--- src/rtl/cnn_layer_accel_fas_vec_add_ctrl_if.sv ---
// cnn_layer_accel_fas_vec_add_ctrl_if: command, FIFO flag/enable and strobe bundle for the FAS vector-add controller
interface cnn_layer_accel_fas_vec_add_ctrl_if #(parameter int C_DPTH_W = 16);
  logic FAS_rdy_n, start;
  logic [2:0] mode_cfg;
  logic [C_DPTH_W-1:0] krnl1x1_dpth_end_cfg, pix_end_cfg;
  logic convMap_empty, partMap_empty, resdMap_empty, prevMap_empty, dwc_empty, out_fifo_full;
  logic convMap_rd_en, partMap_rd_en, resdMap_rd_en, prevMap_rd_en, dwc_rd_en;
  logic vector_add_pm, vector_add_rm0, vector_add_rm1, vector_add_rm_conv, vector_add_pv;
  logic pipe_enable, out_fifo_wr_en, busy, process_cmpl, cfg_err;
  modport master (
    output FAS_rdy_n, start, mode_cfg, krnl1x1_dpth_end_cfg, pix_end_cfg,
           convMap_empty, partMap_empty, resdMap_empty, prevMap_empty, dwc_empty, out_fifo_full,
    input  convMap_rd_en, partMap_rd_en, resdMap_rd_en, prevMap_rd_en, dwc_rd_en,
           vector_add_pm, vector_add_rm0, vector_add_rm1, vector_add_rm_conv, vector_add_pv,
           pipe_enable, out_fifo_wr_en, busy, process_cmpl, cfg_err
  );
  modport slave (
    input  FAS_rdy_n, start, mode_cfg, krnl1x1_dpth_end_cfg, pix_end_cfg,
           convMap_empty, partMap_empty, resdMap_empty, prevMap_empty, dwc_empty, out_fifo_full,
    output convMap_rd_en, partMap_rd_en, resdMap_rd_en, prevMap_rd_en, dwc_rd_en,
           vector_add_pm, vector_add_rm0, vector_add_rm1, vector_add_rm_conv, vector_add_pv,
           pipe_enable, out_fifo_wr_en, busy, process_cmpl, cfg_err
  );
endinterface

--- src/rtl/cnn_layer_accel_fas_vec_add_ctrl.sv ---
// cnn_layer_accel_fas_vec_add_ctrl: sequences depth x pixel vector-add beats, gated on source/sink FIFO readiness
module cnn_layer_accel_fas_vec_add_ctrl #(parameter int C_DPTH_W = 16) (
  input logic clk_FAS,
  input logic rst,
  cnn_layer_accel_fas_vec_add_ctrl_if.slave bus
);
  localparam logic [1:0] IDLE = 2'd0, RUN = 2'd1, DONE = 2'd2;
  logic [1:0] state;
  logic [2:0] mode;
  logic [C_DPTH_W-1:0] dpth_end, pix_end, dpth, pix;
  logic [4:0] req, emp;
  logic pe, wr_q, err_q;
  assign emp = {bus.convMap_empty, bus.partMap_empty, bus.resdMap_empty, bus.prevMap_empty, bus.dwc_empty};
  // source mask order: conv, part, resd, prev, dwc
  always_comb req = mode == 3'd0 ? 5'b11000 :
                    mode == 3'd1 ? 5'b10100 :
                    mode == 3'd2 ? 5'b11100 :
                    mode == 3'd3 ? 5'b00101 :
                    mode == 3'd4 ? 5'b00011 : 5'b00000;
  assign pe = state == RUN && !(|(req & emp)) && !bus.out_fifo_full;
  assign {bus.convMap_rd_en, bus.partMap_rd_en, bus.resdMap_rd_en, bus.prevMap_rd_en, bus.dwc_rd_en} = pe ? req : 5'b0;
  assign {bus.vector_add_pm, bus.vector_add_rm0, bus.vector_add_rm1, bus.vector_add_rm_conv, bus.vector_add_pv} =
    pe ? 5'b10000 >> mode : 5'b0;
  assign bus.pipe_enable = pe;
  assign bus.out_fifo_wr_en = wr_q;
  assign bus.cfg_err = err_q;
  assign bus.busy = state != IDLE;
  assign bus.process_cmpl = state == DONE;
  always_ff @(posedge clk_FAS)
    if (rst || bus.FAS_rdy_n) begin
      state <= IDLE;
      dpth <= '0;
      pix <= '0;
      wr_q <= 1'b0;
      err_q <= 1'b0;
      if (rst) begin
        mode <= '0;
        dpth_end <= '0;
        pix_end <= '0;
      end
    end else begin
      wr_q <= pe;
      err_q <= state == IDLE && bus.start && bus.mode_cfg > 3'd4;
      if (state == IDLE && bus.start && bus.mode_cfg <= 3'd4) begin
        state <= RUN;
        mode <= bus.mode_cfg;
        dpth_end <= bus.krnl1x1_dpth_end_cfg;
        pix_end <= bus.pix_end_cfg;
        dpth <= '0;
        pix <= '0;
      end else if (state == DONE) state <= IDLE;
      else if (pe) begin
        dpth <= dpth == dpth_end ? '0 : dpth + 1'b1;
        if (dpth == dpth_end) begin
          pix <= pix + 1'b1;
          if (pix == pix_end) state <= DONE;
        end
      end
    end
endmodule

--- src/flat_wrapper.sv ---
// flat-port wrapper written by rule: the top's interface ports become plain ports
module cnn_layer_accel_fas_vec_add_ctrl_flat 
#(parameter int C_DPTH_W = 16)
  (clk_FAS, rst, bus_FAS_rdy_n, bus_start, bus_mode_cfg, bus_krnl1x1_dpth_end_cfg, bus_pix_end_cfg, bus_convMap_empty, bus_partMap_empty, bus_resdMap_empty, bus_prevMap_empty, bus_dwc_empty, bus_out_fifo_full, bus_convMap_rd_en, bus_partMap_rd_en, bus_resdMap_rd_en, bus_prevMap_rd_en, bus_dwc_rd_en, bus_vector_add_pm, bus_vector_add_rm0, bus_vector_add_rm1, bus_vector_add_rm_conv, bus_vector_add_pv, bus_pipe_enable, bus_out_fifo_wr_en, bus_busy, bus_process_cmpl, bus_cfg_err);
  cnn_layer_accel_fas_vec_add_ctrl_if #(.C_DPTH_W(C_DPTH_W)) bus_i ();
  input logic clk_FAS;
  input logic rst;
  input wire logic [$bits(bus_i.FAS_rdy_n)-1:0] bus_FAS_rdy_n;
  input wire logic [$bits(bus_i.start)-1:0] bus_start;
  input wire logic [$bits(bus_i.mode_cfg)-1:0] bus_mode_cfg;
  input wire logic [$bits(bus_i.krnl1x1_dpth_end_cfg)-1:0] bus_krnl1x1_dpth_end_cfg;
  input wire logic [$bits(bus_i.pix_end_cfg)-1:0] bus_pix_end_cfg;
  input wire logic [$bits(bus_i.convMap_empty)-1:0] bus_convMap_empty;
  input wire logic [$bits(bus_i.partMap_empty)-1:0] bus_partMap_empty;
  input wire logic [$bits(bus_i.resdMap_empty)-1:0] bus_resdMap_empty;
  input wire logic [$bits(bus_i.prevMap_empty)-1:0] bus_prevMap_empty;
  input wire logic [$bits(bus_i.dwc_empty)-1:0] bus_dwc_empty;
  input wire logic [$bits(bus_i.out_fifo_full)-1:0] bus_out_fifo_full;
  output wire logic [$bits(bus_i.convMap_rd_en)-1:0] bus_convMap_rd_en;
  output wire logic [$bits(bus_i.partMap_rd_en)-1:0] bus_partMap_rd_en;
  output wire logic [$bits(bus_i.resdMap_rd_en)-1:0] bus_resdMap_rd_en;
  output wire logic [$bits(bus_i.prevMap_rd_en)-1:0] bus_prevMap_rd_en;
  output wire logic [$bits(bus_i.dwc_rd_en)-1:0] bus_dwc_rd_en;
  output wire logic [$bits(bus_i.vector_add_pm)-1:0] bus_vector_add_pm;
  output wire logic [$bits(bus_i.vector_add_rm0)-1:0] bus_vector_add_rm0;
  output wire logic [$bits(bus_i.vector_add_rm1)-1:0] bus_vector_add_rm1;
  output wire logic [$bits(bus_i.vector_add_rm_conv)-1:0] bus_vector_add_rm_conv;
  output wire logic [$bits(bus_i.vector_add_pv)-1:0] bus_vector_add_pv;
  output wire logic [$bits(bus_i.pipe_enable)-1:0] bus_pipe_enable;
  output wire logic [$bits(bus_i.out_fifo_wr_en)-1:0] bus_out_fifo_wr_en;
  output wire logic [$bits(bus_i.busy)-1:0] bus_busy;
  output wire logic [$bits(bus_i.process_cmpl)-1:0] bus_process_cmpl;
  output wire logic [$bits(bus_i.cfg_err)-1:0] bus_cfg_err;
  assign bus_i.FAS_rdy_n = bus_FAS_rdy_n;
  assign bus_i.start = bus_start;
  assign bus_i.mode_cfg = bus_mode_cfg;
  assign bus_i.krnl1x1_dpth_end_cfg = bus_krnl1x1_dpth_end_cfg;
  assign bus_i.pix_end_cfg = bus_pix_end_cfg;
  assign bus_i.convMap_empty = bus_convMap_empty;
  assign bus_i.partMap_empty = bus_partMap_empty;
  assign bus_i.resdMap_empty = bus_resdMap_empty;
  assign bus_i.prevMap_empty = bus_prevMap_empty;
  assign bus_i.dwc_empty = bus_dwc_empty;
  assign bus_i.out_fifo_full = bus_out_fifo_full;
  assign bus_convMap_rd_en = bus_i.convMap_rd_en;
  assign bus_partMap_rd_en = bus_i.partMap_rd_en;
  assign bus_resdMap_rd_en = bus_i.resdMap_rd_en;
  assign bus_prevMap_rd_en = bus_i.prevMap_rd_en;
  assign bus_dwc_rd_en = bus_i.dwc_rd_en;
  assign bus_vector_add_pm = bus_i.vector_add_pm;
  assign bus_vector_add_rm0 = bus_i.vector_add_rm0;
  assign bus_vector_add_rm1 = bus_i.vector_add_rm1;
  assign bus_vector_add_rm_conv = bus_i.vector_add_rm_conv;
  assign bus_vector_add_pv = bus_i.vector_add_pv;
  assign bus_pipe_enable = bus_i.pipe_enable;
  assign bus_out_fifo_wr_en = bus_i.out_fifo_wr_en;
  assign bus_busy = bus_i.busy;
  assign bus_process_cmpl = bus_i.process_cmpl;
  assign bus_cfg_err = bus_i.cfg_err;
  cnn_layer_accel_fas_vec_add_ctrl #(.C_DPTH_W(C_DPTH_W)) u_core (.clk_FAS(clk_FAS), .rst(rst), .bus(bus_i));
endmodule
--- config.mk ---
export PLATFORM = sky130hd
export DESIGN_NAME = cnn_layer_accel_fas_vec_add_ctrl_flat
export DESIGN_NICKNAME = d
export VERILOG_FILES = /design/src/rtl/cnn_layer_accel_fas_vec_add_ctrl_if.sv /design/src/rtl/cnn_layer_accel_fas_vec_add_ctrl.sv /design/src/flat_wrapper.sv
export SDC_FILE = /design/constraint.sdc
export NUM_CORES = 1
export LEC_CHECK = 0
export ABC_AREA = 1
export CAP_MARGIN = 20
export CORE_MARGIN = 10
export CORE_UTILIZATION = 39
export CTS_CLUSTER_DIAMETER = 80
export DETAILED_ROUTE_END_ITERATION = 10
export PLACE_DENSITY = 0.74
export SYNTH_ARGS = -nofsm -noshare
export SYNTH_HDL_FRONTEND = slang
export SYNTH_SLANG_ARGS = --single-unit
--- constraint.sdc ---
create_clock -name clk_FAS -period 1.9 [get_ports clk_FAS]
set_input_delay 0.38 -clock clk_FAS [delete_from_list [all_inputs] [get_ports clk_FAS]]
set_output_delay 0.38 -clock clk_FAS [all_outputs]
set_load 0.01 [all_outputs]
# [Word level (Yosys, flattened, before mapping)]
# Index checks and enable logic that the tools add are counted.
[word_totals] word_cells=69 register_bits=71 input_bits=45 out_inout_bits=15
[op_classes] eq_ne=9 n_lt_le_gt_ge=2 add_sub_neg=2 bitwise=2 shift=1 n_reduce_logical=23 muxes=21
[op_table] operator="2-to-1 mux 16 bit" count=6
[op_table] operator="adder 16 x 1 -> 16 bit (second input constant)" count=2
[op_table] operator="== test 16 bit" count=2
[op_table] operator="2-to-1 mux 5 bit" count=6
[op_table] operator="2-to-1 mux 3 bit" count=3
[op_table] operator="AND reduction 3 bit" count=3
[op_table] operator="nonzero test 3 bit" count=3
[op_table] operator="== test 3 x 2 -> 1 bit (second input constant)" count=2
[op_table] operator="bitwise AND 5 bit" count=1
[op_table] operator="logical AND 1 bit" count=5
[op_table] operator="2-to-1 mux 1 bit" count=5
[op_table] operator="OR reduction 5 bit" count=1
[op_table] operator="right shift 5 x 3 -> 5 bit (first input constant)" count=1
[op_table] operator="AND reduction 2 bit" count=2
[op_table] operator="nonzero test 2 bit" count=2
[op_table] operator="== test 3 x 1 -> 1 bit (second input constant)" count=1
[op_table] operator="== test 3 bit (second input constant)" count=1
[op_table] operator="> comparator 3 bit (second input constant)" count=1
[op_table] operator="less-or-equal comparator 3 bit (second input constant)" count=1
[op_table] operator="zero test 3 bit" count=1
[op_table] operator="OR reduction 3 bit" count=1
[op_table] operator="== test 2 x 1 -> 1 bit (second input constant)" count=1
[op_table] operator="== test 2 bit (second input constant)" count=1
[op_table] operator="zero test 1 bit" count=2
[op_table] operator="other kinds (6)" count=6

# [Logic depth before layout (Yosys ltp)]
# Gate-level depths: netlist of run 1.
[logic_depth] ltp_word=14 depth_mapped=14 mapped_depth_nobuf=13

# [Worst setup path after synthesis of run 1]
# No wires, ideal clock.
[synth_timing] path_type="register -> register" startpoint="reg u_core.state[1]" endpoint="reg u_core.dpth_end[0], enable pin" path_stages_with_launch=6 required_ns=1.507 period_less_slack_ns=1.888 setup_slack_ns=0.012 arrival_time_ns=1.495 path_cell_list="dfxtp_1 > inv_1 > nand3_1 > nor2_1 > nand2_1 > nand2_1"
[synth_between] elab_chain_len=5
[synth_rtl] item="from (decl)" line_no="cnn_layer_accel_fas_vec_add_ctrl.sv:8" text="logic [1:0] state;"
[synth_rtl] item="from (signal assigned)" line_no="cnn_layer_accel_fas_vec_add_ctrl.sv:31" text="state <= IDLE;"
[synth_rtl] item="from (signal assigned)" line_no="cnn_layer_accel_fas_vec_add_ctrl.sv:45" text="state <= RUN;"
[synth_rtl] item="from (signal assigned)" line_no="cnn_layer_accel_fas_vec_add_ctrl.sv:51" text="end else if (state == DONE) state <= IDLE;"
[synth_rtl] item="zero test 2 bit" line_no="cnn_layer_accel_fas_vec_add_ctrl.sv:44" text="if (state == IDLE && bus.start && bus.mode_cfg <= 3'd4) begin"
[synth_rtl] item="logical AND 1 bit (2 in a row)" line_no="cnn_layer_accel_fas_vec_add_ctrl.sv:44"
[synth_rtl] item="nonzero test 2 bit (no line)"
[synth_rtl] item="AND reduction 2 bit (no line)"
[synth_rtl] item="to (signal assigned)" line_no="cnn_layer_accel_fas_vec_add_ctrl.sv:47" text="dpth_end <= bus.krnl1x1_dpth_end_cfg;"
[synth_rtl] item="to (decl)" line_no="cnn_layer_accel_fas_vec_add_ctrl.sv:10" text="logic [C_DPTH_W-1:0] dpth_end, pix_end, dpth, pix;"
# Every way passes these cells.
# A chain may end at the register's enable or synchronous reset.

# [Worst setup path after layout of run 1]
[layout_timing] startpoint="reg u_core.mode[0]" endpoint="out bus_vector_add_pv"
[layout_between] elab_chain_len=12 word_cells_on_any_way=17
[layout_rtl] item="from (decl)" line_no="cnn_layer_accel_fas_vec_add_ctrl.sv:9" text="logic [2:0] mode;"
[layout_rtl] item="from (signal assigned)" line_no="cnn_layer_accel_fas_vec_add_ctrl.sv:46" text="mode <= bus.mode_cfg;"
[layout_rtl] item="== test 3 bit" line_no="cnn_layer_accel_fas_vec_add_ctrl.sv:19" text="mode == 3'd4 ? 5'b00011 : 5'b00000;"
[layout_rtl] item="2-to-1 mux 2 bit" line_no="cnn_layer_accel_fas_vec_add_ctrl.sv:19"
[layout_rtl] item="2-to-1 mux 5 bit" line_no="cnn_layer_accel_fas_vec_add_ctrl.sv:18" text="mode == 3'd3 ? 5'b00101 :"
[layout_rtl] item="2-to-1 mux 5 bit" line_no="cnn_layer_accel_fas_vec_add_ctrl.sv:17" text="mode == 3'd2 ? 5'b11100 :"
[layout_rtl] item="2-to-1 mux 5 bit" line_no="cnn_layer_accel_fas_vec_add_ctrl.sv:16" text="mode == 3'd1 ? 5'b10100 :"
[layout_rtl] item="2-to-1 mux 5 bit" line_no="cnn_layer_accel_fas_vec_add_ctrl.sv:15" text="always_comb req = mode == 3'd0 ? 5'b11000 :"
[layout_rtl] item="bitwise AND 5 bit" line_no="cnn_layer_accel_fas_vec_add_ctrl.sv:20" text="assign pe = state == RUN && !(|(req & emp)) && !bus.out_fifo_full;"
[layout_rtl] item="OR reduction 5 bit" line_no="cnn_layer_accel_fas_vec_add_ctrl.sv:20"
[layout_rtl] item="zero test 1 bit" line_no="cnn_layer_accel_fas_vec_add_ctrl.sv:20"
[layout_rtl] item="logical AND 1 bit (2 in a row)" line_no="cnn_layer_accel_fas_vec_add_ctrl.sv:20"
[layout_rtl] item="2-to-1 mux 5 bit (*)" line_no="cnn_layer_accel_fas_vec_add_ctrl.sv:23" text="pe ? 5'b10000 >> mode : 5'b0;"
[layout_rtl] item="to (decl)" line_no="flat_wrapper.sv:28" text="output wire logic [$bits(bus_i.vector_add_pv)-1:0] bus_vector_add_pv;"
# Mark *: on every way between the ends. The rest lies on a longest branch, timed or not.

==> impl_metrics.py, run 1 <==
metrics = {
    "pwr": {
        "peakVddDrop_mv": 0.310,
        "leakagePower_nw": 2.28,
        "p_int_mw": 2.45,
        "seqPwrFrac": 0.521,
        "switching_share": 0.239,
        "p_per_area_mw_per_mm2": 608,
        "combPwrFrac": 0.117,
        "p_switching_mw": 0.768,
        "pwr-share-clk": 0.362,
    },
    "synth": {
        "synth_area_leaders": "edfxtp_1 (26%), dfxtp_1 (18%), nand2_1 (12%)",
        "synth_cell_type_count": 32,
        "synth_edf_count": 35,
        "synth_area_per_cell_um2": 7.22,
        "ys.flop_type": "dfxtp_1",
        "yosys.area.top_type": "edfxtp_1",
        "synth_fp_nets": 597,
        "synth_common_cells": "nand2_1 (129), nor2_1 (105), inv_1 (86)",
        "yosysSeqAreaShare": 0.446,
        "ys_ff_latch": 71,
        "yosysMostFrequentCell": "nand2_1",
        "synth_top_cell_area_share": 0.265,
        "synth_cells": 550,
        "synth_area_mm2": 0.00397,
        "async_flop_share": 0,
        "synth_warnings": 0,
    },
    "route": {
        "drtIter0Drc": 185,
        "route.detailed.drc": 0,
        "viasPerCell": 4.67,
        "wl_per_cell_um": 12.2,
        "vias": 3657,
        "wl_mm": 9.54,
        "firstDrtPassIters": 4,
        "postRouteAntennaNets": 0,
    },
    "placement": {
        "gp_routability_congestion": 0.840,
        "io_buffers": 59,
        "place_ws_ns": -0.612,
        "dpl.cell_count": 758,
        "dp_hpwl_mm": 6.88,
    },
    "finish": {
        "fin_cells": 783,
        "multiInputGateArea_mm2": 0.00188,
        "drive_gt1_frac": 0.180,
        "layout.nets": 692,
        "area_growth_syn_to_layout_pct": 33.4,
        "seq_area_mm2": 0.00177,
        "num-fill-cells": 886,
        "antennaDiodeCount": 0,
    },
    "worst_setup_path": {
        "worstPathMaxFanout": 6,
        "timing.critical_path.from": "u_core.mode[0]",
        "critPathKind": "flop to primary output",
        "cp-end-kind": "primary output",
        "critPathRequiredTime_ns": 1.52,
        "r2r-start": "u_core.mode[0]",
        "r2r_end": "u_core.dpth[11]",
        "cp-endpoint": "bus_vector_add_pv",
        "rrSetupSlack_ns": -0.15,
        "start_kind": "flop",
        "r2r_cells": 14,
        "crit_arrival_ns": 1.82,
    },
    "cts": {
        "clk_path_buf_depth": 2,
        "insertion_delay_ns": 0.35,
        "root_buffer": "clkbuf_8",
        "clk_pin_slew_ns": 0.07,
        "cts.sinks": 71,
        "cts_inserted_buffers": 9,
        "cts_tree": "yes",
        "cts-htree-levels": 3,
    },
    "grt": {
        "grt_start_max_net_pins": 37,
        "track_usage": 0.131,
        "grt_pass1_vias": 3529,
        "grt_overflow": 0,
        "antenna_found_initial": 0,
        "grt_pass1_wl_mm": 15.8,
    },
    "sta": {
        "fin_crit_sh": 1.16,
        "slew_viol_final": 0,
        "fin_skew_ns": 0.00903,
        "rsz0062_at_grt": "yes",
        "fmax_mhz": 454,
        "hold_violations": 0,
        "max_slew_margin": 0.736,
        "setup_viol_count_final": 41,
        "tightest_slew_ns": 0.395,
        "setup_ws_ns": -0.301,
        "period_minus_slack_ns": 2.20,
    },
    "floorplan": {
        "die_area_mm2": 0.0146,
        "core_area_mm2": 0.00986,
        "rows": 36,
        "io_pins": 60,
        "initial_core_util": 0.403,
        "die_x_um": 121,
        "die_h_um": 121,
    },
    "hold_path": {
        "min_path_type": "flop to flop",
        "hp-start": "u_core.pix[3]",
    },
    "flow_run": {
        "maxCapViolations": 0,
    },
    "status": {
        "status": "finished with violations",
        "violations": "setup timing",
    },
}
-- routing by layer --
| layer | GRT usage | part of all wire | vias to the layer above |
|---|---|---|---|
| met1 | 0.153 | 0.44 | 1669 |
| met4 | 0.0611 | 0.016 | 0 |
| met5 | 0 | 0 | - |
| met3 | 0.0377 | 0.064 | 11 |
| li1 | - | - | 1896 |
| met2 | 0.216 | 0.48 | 81 |
-- kinds of logic after synthesis --
logic type	share of synthesized area
and+or+nand+nor	0.342
adders and majority gates	0.00630
DFF	0.446
buffers and inverters	0.117
xor gates and xnor gates	0.0485
AOI/OAI and AO/OA	0.0397
-- registers in the layout, summed over array words and instances, names as in the netlist --
signal                     count
u_core.mode                    3
u_core.pix                    16
u_core.state                   2
u_core.dpth                   16
u_core.bus.out_fifo_wr_en      1
u_core.pix_end                16
u_core.bus.cfg_err             1
u_core.dpth_end               16
-- power by group through the flow --
stage                     Sequential [mW]  Clock (mW)  Combinational, mW
final                                1.68        1.16              0.377
after global routing                 1.68        1.24              0.416
after CTS                            1.68        1.19              0.374
after detailed placement             1.71           0              0.344
after global placement               1.71           0              0.335
after floorplan                      1.71           0              0.170
-- worst min path at each step --
stage / endpoint / slack [ns] / cells past startpoint
floorplan: u_core.pix[3] / 0.45 / 2
global route: u_core.pix[3] / 0.52 / 2
CTS: u_core.pix[3] / 0.49 / 2
finish: u_core.pix[3] / 0.49 / 2
detailed placement: u_core.pix[3] / 0.48 / 2
global placement: u_core.pix[3] / 0.46 / 2
-- critical path, stage by stage (launching register included) --
cell and delay [ns]:
edfxtp_1 0.45, nor2_2 0.17, inv_2 0.05, nand3_2 0.07, nand3_2 0.08, nor2_4 0.16, nand2_4 0.10, nor3_1 0.20
buf_2 0.18
-- area by class of cell --
| cell class | count | share of cell area |
|---|---|---|
| multi-input combinational | 369 | 0.355 |
| sequential | 71 | 0.334 |
| timing repair buffer | 94 | 0.169 |
| inverter | 99 | 0.0720 |
| tap | 133 | 0.0314 |
| clock buffer | 10 | 0.0241 |
| clock inverter | 6 | 0.0116 |
| timing repair inverter | 1 | 0.00213 |
-- cells in the final DEF (no fill, tap or decap), types with 5 or more instances in the layout --
master / instances
nand2_1: 124
nor2_1: 100
inv_1: 86
clkdlybuf4s50_1: 46
dfxtp_1: 36
edfxtp_1: 35
nand3_1: 26
buf_4: 26
nand4_1: 16
a21oi_1: 16
xnor2_1: 16
inv_2: 10
buf_2: 10
clkbuf_8: 9
nor3_1: 8
nor2_2: 6
nand2_2: 6
nor3_2: 6
xor2_1: 6
o21ai_1: 5
o21ai_0: 5
buf_6: 5
-- repair_timing --
action                     4_1_cts  5_1_grt
gates cloned                     3        0
setup endpoints to repair       39       45
hold buffers                     0        0
pin swaps                        7        7
gates resized for setup         80       18
setup buffers                    7        0
-- metrics by stage --
step	hold WS (ns)	util	TNS [ns]	instance area [µm²]	total power [mW]
floorplan	0.454	-	0	3970	1.88
global placement	0.465	0.495	-12.05	4880	2.05
detailed placement	0.478	0.495	-13.93	4880	2.06
CTS	0.487	0.531	-2.75	5240	3.24
global route	0.523	0.537	-8.97	5300	3.34
finish	0.490	0.537	-4.73	5300	3.22
Power figures use the tool's default switching activity.
==> run 2: changes to the inputs <==
PLACE_DENSITY = 0.72   (was 0.74)
clock period = 2.5 ns   (was 1.9 ns; I/O delays follow)
==> impl_metrics.py, run 2 (synthesis results as in run 1) <==
metrics = {
    "cts": {
        "root_buffer": "clkbuf_8",
        "clk_path_buf_depth": 2,
        "cts.sinks": 71,
        "cts_tree": "yes",
        "cts-htree-levels": 3,
        "cts_inserted_buffers": 9,
        "insertion_delay_ns": 0.35,
        "clk_pin_slew_ns": 0.08,
    },
    "finish": {
        "layout_commonest_cell": "nand2_1",
        "drive_gt1_frac": 0.114,
        "antennaDiodeCount": 0,
        "area_growth_syn_to_layout_pct": 25.5,
        "layout_common_cells": "nand2_1 (128), nor2_1 (105), inv_1 (86), clkdlybuf4s50_1 (48), dfxtp_1 (36)",
        "num-fill-cells": 939,
        "layout.nets": 672,
    },
    "hold_path": {
        "holdPathEnd": "u_core.pix[13]",
        "hp-start": "u_core.pix[13]",
        "min_path_type": "flop to flop",
        "hold_depth": 2,
    },
    "worst_setup_path": {
        "start_kind": "flop",
        "timing.critical_path.from": "u_core.mode[1]",
        "max_stage_delay_ns": 0.47,
        "crit_buf_inv": 3,
        "critPathRequiredTime_ns": 2.00,
        "r2r_end": "u_core.dpth[12]",
        "r2r_cells": 12,
        "slowest_stage": "edfxtp_1",
        "critical_path.cell_chain": "buf_4 -> nand2_2 -> nand2_1 -> nand3_2 -> nand2_2 -> buf_4 -> nor3_1 -> buf_2",
        "critical-path-top-delay-family": "simple AND/OR/NAND/NOR gates",
        "cp-end-kind": "primary output",
        "r2r-start": "u_core.mode[1]",
        "worstPathMaxFanout": 7,
        "critPathKind": "flop to primary output",
        "rrSetupSlack_ns": 0.36,
        "crit_arrival_ns": 1.90,
        "cp.depth": 8,
    },
    "status": {
        "status": "finished, final reports clean",
    },
    "floorplan": {
        "io_pins": 60,
        "die_x_um": 121,
        "rows": 36,
        "die_h_um": 121,
        "die_area_mm2": 0.0146,
        "core_area_mm2": 0.00986,
        "initial_core_util": 0.403,
    },
    "grt": {
        "antenna_found_initial": 0,
        "grt_start_max_net_pins": 37,
        "grt_pass1_vias": 3522,
        "grt_pass1_wl_mm": 15.6,
        "track_usage": 0.128,
        "grt_overflow": 0,
    },
    "placement": {
        "gp_routability_congestion": 0.825,
        "dp_hpwl_mm": 6.62,
        "io_buffers": 59,
        "place_ws_ns": -0.253,
    },
    "pwr": {
        "peakVddDrop_mv": 0.314,
        "leakagePower_nw": 2.14,
        "p_per_area_mw_per_mm2": 505,
    },
    "sta": {
        "setup_viol_count_final": 0,
        "fin_skew_ns": 0.00930,
        "fmax_mhz": 416,
        "slew_viol_final": 0,
        "max_slew_margin": 0.750,
        "tightest_slew_ns": 0.375,
        "hold_violations": 0,
        "setup_ws_ns": 0.0985,
        "period_minus_slack_ns": 2.40,
        "fin_crit_sh": 0.961,
        "fin_setup_tns_ns": 0,
    },
    "route": {
        "wl_mm": 9.08,
        "wl_per_cell_um": 11.9,
        "postRouteAntennaNets": 0,
        "firstDrtPassIters": 4,
        "route.detailed.drc": 0,
        "vias": 3557,
        "drtIter0Drc": 131,
        "viasPerCell": 4.66,
    },
    "flow_run": {
        "maxCapViolations": 0,
    },
}
==> run 2: cell types whose count changed in the layout (fill, tap and decap cells not counted), moves of 3 or more <==
cell           delta
buf_4            -10
buf_6             -5
nor2_1            +5
nor2_2            -5
buf_2             -4
dlygate4sd2_1     +4
nand2_1           +4
buf_12            -3
==> run 2: final cells by class <==
type	count	area [µm²]	share of cell area
sequential	71	1770	0.356
multi-input combinational	368	1760	0.354
timing repair buffer	76	694	0.139
inverter	99	374	0.0751
tap	133	166	0.0334
clock buffer	10	128	0.0256
clock inverter	6	85.1	0.0171
==> run 2: how the worst max path moves through the flow <==
stage | end | slack (ns)
floorplan | u_core.dpth_end[0] | 0.49
global placement | bus_vector_add_rm0 | -0.23
detailed placement | bus_vector_add_rm0 | -0.25
CTS | bus_resdMap_rd_en | 0.003
global route | bus_vector_add_pv | -0.02
finish | bus_partMap_rd_en | 0.1
==> run 2: through the flow <==
step                      hold WS, ns  utilization  cells  area (µm²)  total power [mW]
after floorplan                 0.454            -    550        3970              1.43
after global placement          0.472        0.479    740        4720              1.53
after detailed placement        0.490        0.479    740        4720              1.54
after CTS                       0.500        0.504    761        4970              2.53
after global routing            0.515        0.505    763        4980              2.61
final                           0.499        0.505    763        4980              2.52
==> run 2: layer usage <==
| metal | wire length [µm] | global-route usage | up-vias |
|---|---|---|---|
| li1 | - | - | 1861 |
| met1 | 4050 | 0.150 | 1581 |
| met2 | 4210 | 0.211 | 102 |
| met3 | 642 | 0.0363 | 13 |
| met4 | 178 | 0.0603 | 0 |
| met5 | 0 | 0 | - |
==> run 2: worst register-to-register path, stage by stage, from the launching register on <==
cell	delay (ns)
edfxtp_1	0.47
buf_4	0.19
nand2_2	0.11
nand2_1	0.11
nand3_2	0.12
nand2_2	0.07
nor2_4	0.13
buf_4	0.29
nand2_2	0.16
nand2_4	0.14
inv_2	0.12
nand2_1	0.10
nor2_1	0.04
==> run 2: where the power goes <==
part | leakage (nW) | internal [mW] | switching, mW | total [mW]
registers | 0.663 | 1.26 | 0.0197 | 1.28
logic | 1.37 | 0.126 | 0.120 | 0.247
clock network | 0.104 | 0.559 | 0.434 | 0.993
==> run 2: repair_timing <==
action | in CTS | in global routing
setup endpoints to repair | 11 | 7
pin swaps | 2 | 2
gates resized for setup | 26 | 11
setup buffers | 5 | 2
hold buffers | 0 | 0
cloned | 0 | 0
